--- config.mk ---
export PLATFORM = sky130hd
export DESIGN_NAME = resp_outreg
export DESIGN_NICKNAME = d
export VERILOG_FILES = /design/src/rtl/resp_outreg.sv
export SDC_FILE = /design/constraint.sdc
export NUM_CORES = 1
export LEC_CHECK = 0
export ABC_AREA = 1
export CAP_MARGIN = 20
export CORE_AREA = 2 2 138 140
export CTS_CLUSTER_DIAMETER = 40
export DETAILED_ROUTE_END_ITERATION = 8
export DIE_AREA = 0 0 140 142
export PLACE_DENSITY = 0.77
export SLEW_MARGIN = 10
export SYNTH_ARGS = -nofsm -noshare
export SYNTH_HDL_FRONTEND = slang
export SYNTH_SLANG_ARGS = --single-unit
--- constraint.sdc ---
create_clock -name c_clk -period 7.8 [get_ports c_clk]
set_clock_uncertainty 0.05 [all_clocks]
set_input_delay 1.17 -clock c_clk [delete_from_list [all_inputs] [get_ports c_clk]]
set_output_delay 1.17 -clock c_clk [all_outputs]
set_load 0.03 [all_outputs]
--- src/rtl/resp_outreg.sv ---
// Response output stage: merges add/shift pipe results into a 4-entry FIFO and replays them to the requester.
// Latency: result in cycle N appears on out_resp/out_data in cycle N+2 (empty FIFO); one response per 2 cycles max.
// Backpressure: resp_full (count >= FULL_MARK) stops upstream issue; pushes that find no slot are dropped and set ovf_err.
module resp_outreg #(
    parameter int DEPTH     = 4,
    parameter int FULL_MARK = 3
) (
    input  logic        c_clk,
    input  logic        reset,
    input  logic        add_resp_vld,
    input  logic [0:1]  add_resp,
    input  logic [0:31] add_data,
    input  logic        shf_resp_vld,
    input  logic [0:1]  shf_resp,
    input  logic [0:31] shf_data,
    output logic [0:1]  out_resp,
    output logic [0:31] out_data,
    output logic        resp_full,
    output logic        ovf_err
);

    typedef enum logic {IDLE, SEND} state_t;

    localparam logic [2:0] DEPTH_C = 3'(DEPTH);
    localparam logic [2:0] MARK_C  = 3'(FULL_MARK);

    logic [33:0] mem [DEPTH];
    logic [1:0]  wr_ptr;
    logic [1:0]  rd_ptr;
    logic [2:0]  count;
    state_t      state;

    logic        add_push;
    logic        shf_push;
    logic        pop;
    logic        add_acc;
    logic        shf_acc;
    logic        drop;
    logic [2:0]  free_slots;

    always_comb begin
        add_push   = add_resp_vld && (add_resp != 2'b00);
        shf_push   = shf_resp_vld && (shf_resp != 2'b00);
        pop        = (state == IDLE) && (count != 3'd0);
        // The slot vacated by a same-edge pop is reusable: the head is read before it is overwritten.
        free_slots = DEPTH_C - count + 3'(pop);
        add_acc    = add_push && (free_slots != 3'd0);
        shf_acc    = shf_push && (free_slots > (add_acc ? 3'd1 : 3'd0));
        drop       = (add_push && !add_acc) || (shf_push && !shf_acc);
    end

    assign resp_full = (count >= MARK_C);

    // Add result takes the lower slot when both sources push together.
    always_ff @(posedge c_clk) begin
        if (add_acc) begin
            mem[wr_ptr] <= {add_resp, add_data};
        end
        if (shf_acc) begin
            mem[wr_ptr + 2'(add_acc)] <= {shf_resp, shf_data};
        end
    end

    always_ff @(posedge c_clk or negedge reset) begin
        if (!reset) begin
            wr_ptr   <= 2'd0;
            rd_ptr   <= 2'd0;
            count    <= 3'd0;
            state    <= IDLE;
            out_resp <= 2'b00;
            out_data <= 32'd0;
            ovf_err  <= 1'b0;
        end else begin
            wr_ptr <= wr_ptr + 2'(add_acc) + 2'(shf_acc);
            count  <= count + 3'(add_acc) + 3'(shf_acc) - 3'(pop);
            if (pop) begin
                rd_ptr <= rd_ptr + 2'd1;
            end
            if (drop) begin
                ovf_err <= 1'b1;
            end
            case (state)
                IDLE: begin
                    if (pop) begin
                        {out_resp, out_data} <= mem[rd_ptr];
                        state                <= SEND;
                    end
                end
                SEND: begin
                    // Clearing the outputs here guarantees the idle gap between responses.
                    out_resp <= 2'b00;
                    out_data <= 32'd0;
                    state    <= IDLE;
                end
                default: state <= IDLE;
            endcase
        end
    end

endmodule

==> results.cfg, run 1 <==
[timing]
slew_headroom = 0.275
max_freq_mhz = 187
setup_tns_ns = 0
tightest_slew_ns = 1.08
fin_crit_ns = 5.35
finalHoldViolations = 0
slew_viol_final = 0
setup_violations = 0
setup_ws_ns = 2.45
rsz0062_at_grt = no
hold_ws_ns = 0.429
min_period_over_period = 0.685

[worst_setup_path]
r2r_start = state
endpoint_kind = flop
r2r-end = mem[2][20]
crit_fanout = 35
crit_required_ns = 7.81
ff2ff_path_depth = 12
worstSetupPathType = in -> reg
cp-start-kind = input pin
reg2reg_slack_ns = 2.65
cp.arrival_ns = 5.36

[logic_synthesis]
synth_seq_area_share = 0.567
synthDistinctLibCells = 21
synthesis.area_um2 = 9090
ys_ff_latch = 179
synthAdderAreaFrac = 0.0127
postSynthCellCount = 1025
synth.area.top_cells = edfxtp_1 (45%), nand2_1 (16%), dfrtp_1 (12%)
synth_area_per_cell_um2 = 8.87
muxShareOfSynthArea = 0
synthTopCellsByCount = nand2_1 (395), nand4_1 (137), edfxtp_1 (136), nor2_1 (74), o21ai_0 (69)
synth_top_family_by_area = simple AND/OR/NAND/NOR gates
synth-edff-count = 136
synth_nets = 1105
synth_top_area_share = 0.449
yosysWarnings = 0
synth_area_leader_cell = edfxtp_1
synth-compound-area-share = 0.0640
yosysMostFrequentCell = nand2_1
synth_simple_gate_area_frac = 0.301
ys.flop_type = edfxtp_1
synthArstFlopShare = 0.240
synth-xor-area-share = 0.00385

[placement]
hpwl_um = 13900
routabilityCongestion = 0.829
io_buffer_count = 107
place_area_um2 = 10200
dpl_worst_slack_ns = 2.01
post-place-cells = 1295

[finish]
drive_above_1_share = 0.0576
postLayoutCellArea_um2 = 10800
antenna_cells = 0
final_nets = 1161
utilization = 0.587
syn_to_final_growth_pct = 19.0
instances_no_fill = 1328

[global_routing]
grt_max_degree = 89
grt_pass1_vias = 7831
grt_pass1_wl_um = 39800
antenna_found_initial = 0
track_usage = 0.256
overflow = 0

[power_and_ir_drop]
power_mw = 4.77
irDropWorstVdd_mv = 0.302
powerDensity_nw_per_um2 = 441
p_leak_nw = 4.53

[clock_network]
ctsResizeCount = 0
cts_tree = yes
clock_path_buffers = 2
insertion_delay_ns = 0.44
htreeDepth = 4
cts_root_buf = clkbuf_16
cts_num_sinks = 179
ctsHoldBuffers = 0
post-cts-setup-buffers = 0
clkTransAtPathRegs_ns = 0.07
cts_buffers = 17

[floorplanning]
ios = 108
die_h_um = 142
die_x_um = 140
dieArea_um2 = 19900
start_util = 0.493
rows = 50
fp.coreArea_um2 = 18500

[min_path]
hp-start = out_data[25]
hp-class = reg -> reg
holdPathEnd = out_data[25]
worstHoldPathCells = 2

[job]
cap_violations = 0

[detailed_routing]
vias_per_cell = 5.96
dr.pass1.iters = 9
drc = 5
wl_um = 24800
vias = 7917
drtAntennaViolNets = 0
routedWlPerCell_um = 18.7
first_iter_violations = 927

[outcome]
status = complete, but fails checks
violations = DRC
-- worst max-delay path: stages --
cell,delay (ns)
clkdlybuf4s50_1,0.59
o21a_1,0.27
nand2_1,0.11
inv_1,0.09
ha_1,0.19
inv_1,0.07
nand2_1,0.06
nand2_1,0.12
nor2_4,0.73
nand3_2,0.88
nand2_2,1.05
-- worst max path at each step --
stage,start,endpoint,slack [ns],cells after the start
finish,add_resp[0],mem[2][20],2.45,11
global route,add_resp[0],mem[2][20],2.14,11
CTS,add_resp[0],mem[2][30],2.45,11
detailed placement,add_resp[0],mem[2][10],2.01,11
global placement,add_resp[1],mem[2][17],2.16,11
floorplan,add_resp[0],mem[1][0],4.07,9
-- layout by cell type, fill, tap and decap left out, drive strengths merged --
cell type        n
ha               6
clkinvlp         4
buf             13
nand2          395
o21a             2
edfxtp         136
inv             26
fa               2
clkinv           4
nor2            78
a21oi            1
o22ai           34
nand3           12
bufinv           1
clkbuf          19
o21ai           69
nand4          138
dfrtp           43
xor2             4
clkdlybuf4s50  106
and2             1
-- logic make-up after synthesis --
kind of cell	Yosys count
compound gates	106
xor+xnor	4
fa+ha+maj	8
buf+inv	104
flops	179
simple gates	624
-- metal layers --
layer	track usage	wire length [um]
met5	0	0
met1	0.316	9490
met2	0.434	12500
met3	0.0511	2130
met4	0.123	753
-- flip-flops by register name (all words and copies together), names as in the netlist --
register	count
mem	136
out_data	32
count	3
out_resp	2
rd_ptr	2
wr_ptr	2
ovf_err	1
state	1
-- power breakdown --
part           total [mW]  switching [mW]  leakage, nW  internal, mW
Combinational        2.28            1.66         2.47         0.620
Clock               0.830           0.377        0.267         0.452
Sequential           1.66           0.119         1.80          1.54
Total                4.77            2.16         4.53          2.61
-- layout make-up --
class | count | area, um2
timing repair buffer | 119 | 1190
clock buffer | 19 | 443
tap | 234 | 293
multi-input combinational | 742 | 3530
fill | 1546 | 7630
clock inverter | 13 | 126
sequential | 179 | 5160
inverter | 22 | 82.6
No activity file was read; power rests on OpenSTA's default activity.
==> run 2: changes to the inputs <==
--- a/config.mk
+++ b/config.mk
@@ -11,7 +11,7 @@
 export CTS_CLUSTER_DIAMETER = 40
 export DETAILED_ROUTE_END_ITERATION = 8
 export DIE_AREA = 0 0 140 142
-export PLACE_DENSITY = 0.77
+export PLACE_DENSITY = 0.8
 export SLEW_MARGIN = 10
 export SYNTH_ARGS = -nofsm -noshare
 export SYNTH_HDL_FRONTEND = slang
==> constraint.sdc (replaced) <==
create_clock -name c_clk -period 4.4 [get_ports c_clk]
set_clock_uncertainty 0.05 [all_clocks]
set_input_delay 0.66 -clock c_clk [delete_from_list [all_inputs] [get_ports c_clk]]
set_output_delay 0.66 -clock c_clk [all_outputs]
set_load 0.03 [all_outputs]
==> run 2 against run 1 <==
  * The flow still finishes with violations (DRC)
  * Die area unchanged
  * Critical path depth up 5
  * Final cell count up 0.98%
  * Worst hold slack worse by 0.16 ns
  * Sequential power up 76%
  * Non-clock buffer count up 13
  * Register-to-register slack worse by 1.7 ns
  * Flip-flop and latch count unchanged
  * Via count up 1.1%
  * Global-route usage up 0.50 points
==> results.cfg, run 2 (synthesis results as in run 1) <==
[finish]
multiInputGateArea_um2 = 3530
instances_no_fill = 1341
utilization = 0.592
antenna_cells = 0
drive_above_1_share = 0.0687
largest_reg_flops = 136
final_common_cell = nand2_1
final_cell_mix = nand2_1 (391), nand4_1 (137), edfxtp_1 (136)
syn_to_final_growth_pct = 20.0
regMostFlops = mem
final_nets = 1174
regArea_um2 = 5160
fillers = 1540
reg_top3 = mem x136, out_data x32, count x3

[floorplanning]
die_h_um = 142
rows = 50
ios = 108
die_x_um = 140
dieArea_um2 = 19900
fp.coreArea_um2 = 18500
start_util = 0.493

[clock_network]
ctsHoldBuffers = 0
ctsResizeCount = 0
insertion_delay_ns = 0.43
cts_root_buf = clkbuf_16
post-cts-setup-buffers = 0
clkTransAtPathRegs_ns = 0.07
clock_path_buffers = 2
cts_buffers = 17
cts_num_sinks = 179
htreeDepth = 4
cts_tree = yes

[worst_setup_path]
worstSetupPathType = reg -> reg
cp-start-kind = flop
endpoint_kind = flop
crit_fanout = 11
crit_required_ns = 4.66
cp.arrival_ns = 3.71
ff2ff_path_depth = 16
crit_start = state
r2r_start = state

[timing]
setup_violations = 0
slew_viol_final = 0
rsz0062_at_grt = no
setup_ws_ns = 0.945
max_freq_mhz = 289
slew_headroom = 0.252
setup_tns_ns = 0
min_period_over_period = 0.785
finalHoldViolations = 0
tightest_slew_ns = 1.12
fin_crit_ns = 3.46

[global_routing]
met2_usage = 0.448
overflow = 0
grt_use_met1 = 0.311
track_usage = 0.261
grt_pass1_vias = 7768
antenna_found_initial = 0
grt_max_degree = 77
grt_busiest_layer = met2
grt_pass1_wl_um = 40000
gr-usage-met3 = 0.0495

[placement]
io_buffer_count = 107
hpwl_um = 14300
routabilityCongestion = 0.792
post-place-cells = 1308
dpl_worst_slack_ns = 0.966

[detailed_routing]
wl_um = 25300
routedWlPerCell_um = 18.8
first_iter_violations = 927
drtAntennaViolNets = 0
drc = 3
vias_per_cell = 5.97
dr.pass1.iters = 9
vias = 8002

[outcome]
violations = DRC
status = complete, but fails checks

[job]
cap_violations = 0

[power_and_ir_drop]
powerDensity_nw_per_um2 = 787
p_leak_nw = 4.61
irDropWorstVdd_mv = 0.494

[min_path]
hp-class = in -> async
[run 2: cell types whose count changed in the layout (fill, tap and decap cells not counted)]
cell        delta
clkinvlp_4     -3
nor2_4         +1
clkinv_2       +2
nor2_2         -1
buf_16         -1
clkbuf_8       +3
buf_4         +14
clkinv_4       -2
[run 2: where the power goes]
group | leakage (nW) | total [mW] | switching [mW] | internal [mW]
Clock | 0.288 | 1.50 | 0.652 | 0.845
Sequential | 1.80 | 2.92 | 0.208 | 2.71
Combinational | 2.52 | 4.18 | 3.00 | 1.17
[run 2: final cells by class]
cell class	count	share of cell area
Multi-Input combinational cell	742	0.324
Inverter	22	0.00756
Tap cell	234	0.0268
Timing Repair Buffer	132	0.116
Clock inverter	10	0.00882
Clock buffer	22	0.0444
Sequential cell	179	0.473
[run 2: worst max-delay path: stages (launching register included)]
cell	delay, ns
dfrtp_1	0.47
nand2_1	0.15
ha_1	0.29
inv_1	0.13
nand2_1	0.07
nor2_1	0.15
nand3_1	0.20
nand2_1	0.15
inv_1	0.07
ha_1	0.26
inv_1	0.06
nand2_1	0.10
nand4_4	0.20
nand2_1	0.12
fa_1	0.37
inv_1	0.07
fa_1	0.40
[run 2: metrics by stage]
step / power (mW) / instance area [um2] / hold WS (ns)
floorplan: 5.67 / 9090 / 0.314
global placement: 6.93 / 10300 / 0.414
detailed placement: 7.06 / 10300 / 0.415
CTS: 8.56 / 10900 / 0.277
global route: 9.13 / 10900 / 0.307
finish: 8.59 / 10900 / 0.265
[run 2: layer usage]
layer,wire length (um),vias to the layer above,share of wire
li1,-,3718,-
met1,9420,3753,0.37
met2,12600,453,0.50
met3,2280,78,0.090
met4,961,0,0.038
met5,0,-,0
[run 2: path summary, 6_finish.rpt]
check                               end  slack [ns]
setup / recovery               count[1]        0.94
hold / removal              out_data[6]        0.26
setup reg to reg               count[1]        0.94
hold reg to reg            out_data[30]        0.43
max in group asynchronous     rd_ptr[0]        3.58
min in group c_clk         out_data[30]        0.43
==> run 3: changes to the inputs <==
==> constraint.sdc (replaced) <==
create_clock -name c_clk -period 3.02 [get_ports c_clk]
set_clock_uncertainty 0.05 [all_clocks]
set_input_delay 0.453 -clock c_clk [delete_from_list [all_inputs] [get_ports c_clk]]
set_output_delay 0.453 -clock c_clk [all_outputs]
set_load 0.03 [all_outputs]
==> run 3 against run 2 <==
  * Non-clock buffer count grew 18
  * Core utilization grew 1.7 points
  * Worst setup slack lost 0.82 ns
  * Worst hold slack lost 0.20 ns
  * The flow still finishes with violations (DRC)
  * Die area is the same
  * Cell area grew 2.8%
  * Register-to-register slack lost 0.82 ns
  * Total power grew 52%
  * Sequential power grew 48%
  * Sequential share of layout area shrank 1.3 points
  * Critical path type unchanged
  * Fmax grew 19%
  * Count of clock-buffer cells in the layout shrank 2
==> results.cfg, run 3 (synthesis results as in run 1) <==
[floorplanning]
fp.coreArea_um2 = 18500
rows = 50
die_x_um = 140
start_util = 0.493
ios = 108
die_h_um = 142
dieArea_um2 = 19900

[timing]
fin_crit_ns = 2.90
tightest_slew_ns = 0.923
setup_violations = 0
max_freq_mhz = 345
finalHoldViolations = 0
min_period_over_period = 0.960
slew_headroom = 0.383
slew_viol_final = 0
hold_ws_ns = 0.0666

[clock_network]
cts_num_sinks = 179
cts_tree = yes
cts_buffers = 17
insertion_delay_ns = 0.44
cts_root_buf = clkbuf_16
ctsHoldBuffers = 0
clock_path_buffers = 2
clkTransAtPathRegs_ns = 0.07
htreeDepth = 4

[finish]
final_nets = 1192
final_common_cell = nand2_1
postLayoutCellArea_um2 = 11200
largest_reg_flops = 136
reg_top3 = mem x136, out_data x32, count x3
antenna_cells = 0
final_cell_mix = nand2_1 (387), nand4_1 (137), edfxtp_1 (136)
drive_above_1_share = 0.0933
regMostFlops = mem
utilization = 0.608
syn_to_final_growth_pct = 23.5

[worst_setup_path]
endpoint_kind = flop
crit_fanout = 5
r2r_start = count[0]
worstSetupPathType = reg -> reg
crit_start = count[0]
crit_required_ns = 3.28
slowest_delay_ns = 0.44
worstPathCellList = nand2_4 > ha_4 > inv_1 > nand2_1 > inv_1 > nor2_4 > nand3_4 > nand2_2 > inv_1 > ha_1 > inv_1 > nand2_2 > nand4_4 > nand2_2 > fa_2 > inv_1 > fa_1
slowest_stage = dfrtp_1
cp.arrival_ns = 3.16
cp-start-kind = flop
crit_path_frequent_cell = inv_1

[detailed_routing]
routedWlPerCell_um = 19.0
first_iter_violations = 1097
vias_per_cell = 5.96
drtAntennaViolNets = 0
drc = 5
vias = 8104
wl_um = 25800
dr.pass1.iters = 9

[power_and_ir_drop]
p_int_mw = 7.22
irDropWorstVdd_mv = 0.896
p_sw_mw = 5.87
powerDensity_nw_per_um2 = 1170
p_sw_frac = 0.448
pwr-share-comb = 0.502
p_leak_nw = 4.73
clkPwrFrac = 0.167
seq_power_share = 0.331

[job]
cap_violations = 0

[placement]
hpwl_um = 15400
io_buffer_count = 107
routabilityCongestion = 0.879
place_area_um2 = 10600

[min_path]
hp-class = in -> async

[outcome]
status = complete, but fails checks
violations = DRC

[global_routing]
grt_pass1_vias = 7590
antenna_found_initial = 0
grt_max_degree = 110
grt_pass1_wl_um = 39900
overflow = 0
track_usage = 0.260
## run 3: cell count changes in the layout (fill, tap and decap cells not counted), sizes merged
cell	previous run	this run
buf	26	44
inv	26	29
clkinv	4	3
clkbuf	22	20
## run 3: final timing paths
| kind | slack, ns | cells after the start | to |
|---|---|---|---|
| max | 0.12 | 17 | count[1] |
| min | 0.07 | 2 | out_data[6] |
| max reg2reg | 0.12 | 17 | count[1] |
| min reg2reg | 0.43 | 2 | out_data[21] |
| max in group asynchronous | 2.40 | 2 | rd_ptr[0] |
| min in group c_clk | 0.43 | 2 | out_data[21] |
## run 3: area by class of cell
| cell class | instances | area [um2] |
|---|---|---|
| repair buffers | 150 | 1510 |
| clock buffers | 20 | 457 |
| clock inverters | 12 | 118 |
| fillers | 1475 | 7230 |
| flip-flops and latches | 179 | 5160 |
| multi-input cells | 742 | 3610 |
| well taps | 234 | 293 |
| inverters | 22 | 87.6 |
## run 3: critical path: cells and delay by family (launching register included)
family                   cells  cell delay [ns]
AND/OR/NAND/NOR              8             0.81
adder cells (fa/ha/maj)      4             1.15
flip-flops                   1             0.44
buffers and inverters        5             0.33
## run 3: per-stage QoR
stage | power, mW | cells | worst slack (ns) | TNS [ns]
3_3_place_gp | 10.5 | 1324 | 0.151 | 0
4_1_cts | 12.9 | 1356 | 0.0154 | 0
6_report | 13.1 | 1359 | 0.120 | 0
3_5_place_dp | 10.7 | 1324 | 0.0313 | 0
5_1_grt | 13.8 | 1359 | -0.0341 | -0.0702
2_1_floorplan | 8.40 | 1025 | 0.00757 | 0
## run 3: power groups by stage
stage / clock (mW) / sequential [mW] / combinational, mW
finish: 2.19 / 4.33 / 6.57
global route: 2.29 / 4.41 / 7.11
CTS: 2.20 / 4.32 / 6.41
detailed placement: 0 / 4.36 / 6.37
global placement: 0 / 4.33 / 6.21
floorplan: 0 / 4.58 / 3.82
## run 3: repair_timing
| item | 4_1_cts | 5_1_grt |
|---|---|---|
| gates resized for setup | 0 | 7 |
| setup endpoints to repair | 0 | 256 |
| buffers inserted | 0 | 3 |
## run 3: metal layers
layer / part of all wire / GRT usage / wire, um
met2: 0.49 / 0.446 / 12700
met1: 0.38 / 0.328 / 9860
met4: 0.028 / 0.110 / 712
met3: 0.096 / 0.0451 / 2460
met5: 0 / 0 / 0
